`config.mk`:
```
export PLATFORM = sky130hd
export DESIGN_NAME = uart_tx
export DESIGN_NICKNAME = d
export VERILOG_FILES = /design/src/rtl/uart_tx.sv
export SDC_FILE = /design/constraint.sdc
export NUM_CORES = 1
export LEC_CHECK = 0
export CORE_AREA = 2 2 56 58
export DETAILED_ROUTE_END_ITERATION = 16
export DIE_AREA = 0 0 58 60
export SLEW_MARGIN = 20
export SYNTH_ARGS = -nofsm -noshare
export SYNTH_HDL_FRONTEND = slang
export SYNTH_SLANG_ARGS = --single-unit
```
`constraint.sdc`:
```
create_clock -name i_clk -period 3.8 [get_ports i_clk]
set_input_delay 0.76 -clock i_clk [delete_from_list [all_inputs] [get_ports i_clk]]
set_output_delay 0.76 -clock i_clk [all_outputs]
set_load 0.005 [all_outputs]
```
`src/rtl/uart_tx.sv`:
```
// -----------------------------------------------------------------------------
// uart_tx -- serial UART transmitter
//
// Sends one 11-bit frame per accepted byte on a single line that idles high:
//   start (0), D0..D7 LSB first, even parity (^byte), stop (1)
// Each bit is held for CLK_CY_PER_BIT clock cycles. The frame format matches
// uart_rx bit-for-bit, so o_Tx_Serial can drive its serial input directly.
//
// Parameters
//   CLK_CY_PER_BIT  clock cycles per serial bit (>= 2), default 87
//
// Ports
//   i_clk        in   1  system clock, rising edge
//   i_rst_n      in   1  reset, asynchronous assert, synchronous release, active-low
//   i_Tx_Dv      in   1  byte-valid strobe
//   i_Tx_Byte    in   8  byte to send, captured when i_Tx_Dv && o_Tx_Ready
//   o_Tx_Ready   out  1  a byte can be accepted this cycle
//   o_Tx_Active  out  1  frame in progress (start bit through stop bit)
//   o_Tx_Serial  out  1  serial line
//   o_Tx_Done    out  1  one-cycle pulse in the cycle after the last stop-bit cycle
//
// Build option
//   UART_TX_HOLD_BUF_EN  adds a one-entry holding register so the next byte can
//                        be accepted while a frame is in flight; frames then
//                        chain back-to-back with no idle bit between them.
// -----------------------------------------------------------------------------
module uart_tx #(
  parameter int CLK_CY_PER_BIT = 87
) (
  input  logic       i_clk,
  input  logic       i_rst_n,
  input  logic       i_Tx_Dv,
  input  logic [7:0] i_Tx_Byte,
  output logic       o_Tx_Ready,
  output logic       o_Tx_Active,
  output logic       o_Tx_Serial,
  output logic       o_Tx_Done
);

  localparam int CNT_W = (CLK_CY_PER_BIT > 1) ? $clog2(CLK_CY_PER_BIT) : 1;
  localparam logic [CNT_W-1:0] CNT_LAST = CNT_W'(CLK_CY_PER_BIT - 1);

  typedef enum logic [2:0] {
    S_IDLE,
    S_START,
    S_DATA,
    S_PARITY,
    S_STOP
  } state_t;

  // ---------------------------------------------------------------------------
  // Reset synchroniser: assertion reaches every flop at once (line goes high
  // immediately), release is aligned to i_clk so no flop sees a partial edge.
  // ---------------------------------------------------------------------------
  logic [1:0] rst_pipe;
  logic       rst_n;

  always_ff @(posedge i_clk or negedge i_rst_n) begin
    if (!i_rst_n) begin
      rst_pipe <= 2'b00;
    end else begin
      rst_pipe <= {rst_pipe[0], 1'b1};
    end
  end

  assign rst_n = rst_pipe[1];

  // ---------------------------------------------------------------------------
  // State and datapath registers
  // ---------------------------------------------------------------------------
  state_t           state_q, state_d;
  logic [CNT_W-1:0] cnt_q;
  logic [2:0]       bit_idx_q;
  logic [7:0]       shift_q;
  logic             parity_q;
  logic             done_q;

  logic             bit_end;
  logic             frame_end;
  logic             accept;
  logic             load;
  logic [7:0]       load_byte;

  assign bit_end   = (cnt_q == CNT_LAST);
  assign frame_end = (state_q == S_STOP) && bit_end;
  assign accept    = i_Tx_Dv && o_Tx_Ready;

`ifdef UART_TX_HOLD_BUF_EN
  logic [7:0] hold_q;
  logic       hold_full_q;
  logic       hold_wr;

  assign o_Tx_Ready = !hold_full_q;

  // A byte arriving while idle goes straight to the shifter; one arriving
  // mid-frame parks in the holding register. At the end of the stop bit the
  // parked byte (or one accepted in that very cycle) starts the next frame.
  assign load      = ((state_q == S_IDLE) && accept) ||
                     (frame_end && (hold_full_q || accept));
  assign load_byte = hold_full_q ? hold_q : i_Tx_Byte;
  assign hold_wr   = accept && (state_q != S_IDLE) && !frame_end;

  // NOTE: the holding register is cleared on reset too, so a byte buffered
  // before reset can never leak into the first frame after release.
  always_ff @(posedge i_clk or negedge rst_n) begin
    if (!rst_n) begin
      hold_q      <= 8'h00;
      hold_full_q <= 1'b0;
    end else if (hold_wr) begin
      hold_q      <= i_Tx_Byte;
      hold_full_q <= 1'b1;
    end else if (frame_end && hold_full_q) begin
      hold_full_q <= 1'b0;
    end
  end
`else
  assign o_Tx_Ready = (state_q == S_IDLE);
  assign load       = (state_q == S_IDLE) && accept;
  assign load_byte  = i_Tx_Byte;
`endif

  // NOTE: every register below is written with non-blocking assignments so all
  // of them update from the same pre-edge values, whatever the statement order.
  always_ff @(posedge i_clk or negedge rst_n) begin
    if (!rst_n) begin
      state_q <= S_IDLE;
    end else begin
      state_q <= state_d;
    end
  end

  always_ff @(posedge i_clk or negedge rst_n) begin
    if (!rst_n) begin
      cnt_q     <= '0;
      bit_idx_q <= 3'd0;
      shift_q   <= 8'h00;
      parity_q  <= 1'b0;
      done_q    <= 1'b0;
    end else begin
      // Bit-period counter runs in every non-idle state and wraps each bit.
      if (state_q == S_IDLE || bit_end) begin
        cnt_q <= '0;
      end else begin
        cnt_q <= cnt_q + 1'b1;
      end

      // Wraps 7 -> 0 on leaving DATA, ready for the next frame.
      if (state_q == S_DATA && bit_end) begin
        bit_idx_q <= bit_idx_q + 3'd1;
      end

      if (load) begin
        shift_q  <= load_byte;
        parity_q <= ^load_byte;
      end

      done_q <= frame_end;
    end
  end

  // ---------------------------------------------------------------------------
  // Next-state logic
  // ---------------------------------------------------------------------------
  // NOTE: state_d gets its default before the case so every path assigns it
  // and no latch is inferred.
  always_comb begin
    state_d = state_q;
    unique case (state_q)
      S_IDLE:   if (load) state_d = S_START;
      S_START:  if (bit_end) state_d = S_DATA;
      S_DATA:   if (bit_end && bit_idx_q == 3'd7) state_d = S_PARITY;
      S_PARITY: if (bit_end) state_d = S_STOP;
      S_STOP:   if (bit_end) state_d = load ? S_START : S_IDLE;
      default:  state_d = S_IDLE;
    endcase
  end

  // ---------------------------------------------------------------------------
  // Outputs: decoded from registered state, so the line is glitch-free per bit
  // and returns high the moment reset forces IDLE.
  // ---------------------------------------------------------------------------
  always_comb begin
    o_Tx_Serial = 1'b1;
    unique case (state_q)
      S_IDLE:   o_Tx_Serial = 1'b1;
      S_START:  o_Tx_Serial = 1'b0;
      S_DATA:   o_Tx_Serial = shift_q[bit_idx_q];
      S_PARITY: o_Tx_Serial = parity_q;
      S_STOP:   o_Tx_Serial = 1'b1;
      default:  o_Tx_Serial = 1'b1;
    endcase
  end

  assign o_Tx_Active = (state_q != S_IDLE);
  assign o_Tx_Done   = done_q;

endmodule

```
==> qor.yml, run 1 <==
outcome: "completed"
dieArea_um2: 3480
vias: 745
max_cap_violations: 0
synth_ff_type: "dfrtp_1"
setup_tns_ps: 0
cts_num_sinks: 25
numCtsBuffers: 3
slew-limit-headroom: 0.3949
hold_path.class: "reg -> async"
cts.path.max_buffers: 2
filler_cell_count: 282
dp.final_hpwl_um: 1367
gp_congestion: 0.7518
worstPathArrival_ps: 2030
cts_htree_levels: 1
die_h_um: 60
synth.avg_cell_area_um2: 11.84
synth_cell_types: 29
syn_to_final_growth_pct: 15.90
synth_area_um2: 1196
fin_nets: 131
setup_ws_ps: 1006
cts_post_setup_buffers_inserted: 0
cts.clk_slew.worst_paths_ps: 140
crit_path_max_incr_delay_ps: 520
cts_tree: "built"
gr-total-overflow: 0
viasPerCell: 5.034
rsz0062_at_grt: "no"
post_cts_resized: 0
post-place-ws_ps: 1363
cp_slowest_cell: "mux4_2"
reg2reg_from: "cnt_q[0]"
ioPinCount: 15
ys_seq_elements: 25
slew_violations: 0
routed_wl_um: 1790
pwr_density_cell_nw_per_um2: 544.5
worst_pin_slew_ps: 907.6
startpoint: "bit_idx_q[1]"
antenna_found_initial: 0
initial_core_util: 0.4121
drt_iter0_drc: 8
drtPass1Iterations: 2
peakVddDrop_mv: 0.3108
drc: 0
setup_viol: 0
hold_buffers: 0
grt_pass1_wl_um: 3236
p_leak_nw: 0.5952
netlist_instances: 101
wire_per_inst_um: 12.09
syn_nets: 116
num_antenna_cells: 0
cp_num_buf_inv: 1
ant_nets: 0
ys_warn_count: 0
rows: 20
fin_skew_ps: 14.09
end_kind: "output pin"
fmax_mhz: 357.9
critPathKind: "reg -> out"
path_cells: "mux4_2 > o211ai_1 > nand3_1 > clkdlybuf4s50_1"
timing.final.crit_period_ps: 2794
synth_edf_count: 0
cp-start-kind: "flop"
io_buffers: 14
critPathMaxFanout: 5
finalHoldViolCount: 0
cts_root_buffer: "clkbuf_4"
grt_max_degree: 24
critPathTopFamily: "multiplexers"
drive_above_1_share: 0.1565
core-area_um2: 2903
grtUsageTotal: 0.1213
finalCritPeriodShare: 0.7353
grt_pass1_vias: 739
die-width_um: 58
clk_latency_ps: 310
ys_seq_area_frac: 0.5230
synth-async-reset-ratio: 1.000
crit_required_ps: 3040
-- routing by layer --
metal  up-vias  track usage  part of all wire
met4         0      0.04983            0.0045
met2        11       0.1802              0.45
met3         2      0.01948             0.037
li1        372            -                 -
met5         -            0                 0
met1       360       0.1761              0.51
-- logic make-up (layout without fill, tap and decap cells) --
family | after synthesis | count (layout) | synth area share
simple gates | 32 | 32 | 0.1485
flops | 25 | 25 | 0.5230
xor+xnor | 14 | 14 | 0.1025
mux | 13 | 13 | 0.1297
buf+inv | 7 | 21 | 0.02406
compound gates | 5 | 5 | 0.02720
fa+ha+maj | 4 | 4 | 0.04184
other cells | 1 | 1 | 0.003135
-- layout by cell type, fill, tap and decap left out, types with 2 or more instances in the layout --
cell type and n:
dfrtp_1 25, inv_1 3, nand3_1 5, nor2_1 13, clkbuf_4 3, xnor2_1 12
ha_1 4, and3_2 2, nor3_1 2, nand2_1 2, xor2_1 2, mux2_2 8
clkdlybuf4s50_1 14, mux2_1 2, mux2i_1 2, nand4b_1 2
-- per-stage QoR --
step	instances	power, W	utilization	hold WS, ps	instance area [µm²]
6_report	148	0.0007548	0.4776	367.0	1386
3_5_place_dp	144	0.0006490	0.4685	341.3	1360
2_1_floorplan	101	0.0005858	-	293.8	1196
5_1_grt	148	0.0008194	0.4776	385.6	1386
4_1_cts	148	0.0007684	0.4776	372.6	1386
3_3_place_gp	144	0.0006443	0.4685	338.2	1360
-- registers in the layout (all words and copies together), names as in the netlist --
name	flops
cnt_q	7
state_q	3
bit_idx_q	3
shift_q	8
parity_q	1
o_Tx_Done	1
rst_pipe	2
-- worst paths after layout --
kind	to	slack [ps]	depth (start not counted)
worst min register to register	shift_q[1]	370	0
worst max register to register	bit_idx_q[1]	2090	6
min in group i_clk	rst_pipe[1]	370	0
max in group asynchronous	state_q[1]	2870	0
worst max-delay path	o_Tx_Serial	1010	4
worst min-delay path	shift_q[1]	370	0
-- cell type report --
cell class	instances	area (µm²)	share of cell area
clock buffers	4	26.28	0.01895
inverters	3	11.26	0.008123
multi-input cells	69	541.8	0.3908
flip-flops and latches	25	625.6	0.4513
well taps	33	41.29	0.02978
repair buffers	14	140.1	0.1011
-- report_power, final --
group          internal, W  leakage (nW)  total, W  switching [W]
clock network    0.0000409        0.0150  0.000116      0.0000755
registers         0.000356         0.314  0.000433      0.0000771
logic             0.000128         0.266  0.000206      0.0000776
total             0.000525         0.595  0.000755       0.000230
-- Yosys cell counts (all sizes together) (2+ instances only) --
| cell type | instances | area (µm²) |
|---|---|---|
| ha | 4 | 50.05 |
| xor2 | 2 | 17.52 |
| buf | 2 | 10.01 |
| inv | 3 | 11.26 |
| dfrtp | 25 | 625.6 |
| nand4b | 2 | 17.52 |
| clkbuf | 2 | 7.510 |
| mux2i | 2 | 20.02 |
| xnor2 | 12 | 105.1 |
| mux2 | 10 | 112.6 |
| nor3 | 2 | 10.01 |
| nand3 | 6 | 35.03 |
| nand2 | 2 | 7.510 |
| nor2 | 13 | 48.80 |
| and3 | 2 | 15.01 |
Note: power is estimated with default switching activity, not from simulation.
==> run 2, diff against run 1 <==
clock period = 2.8 ns   (was 3.8 ns; I/O delays follow)
==> results of run 2 <==
Same layout as run 1 (identical final DEF). Status: completed.
Among the figures that moved: setup slack after placement 1363 ps -> 563.3 ps; setup slack after layout 1006 ps -> 205.9 ps; register-to-register setup slack 2090 ps -> 1090 ps; total power 0.0007548 W -> 0.001024 W; worst IR drop on VDD 0.3108 mV -> 0.4218 mV
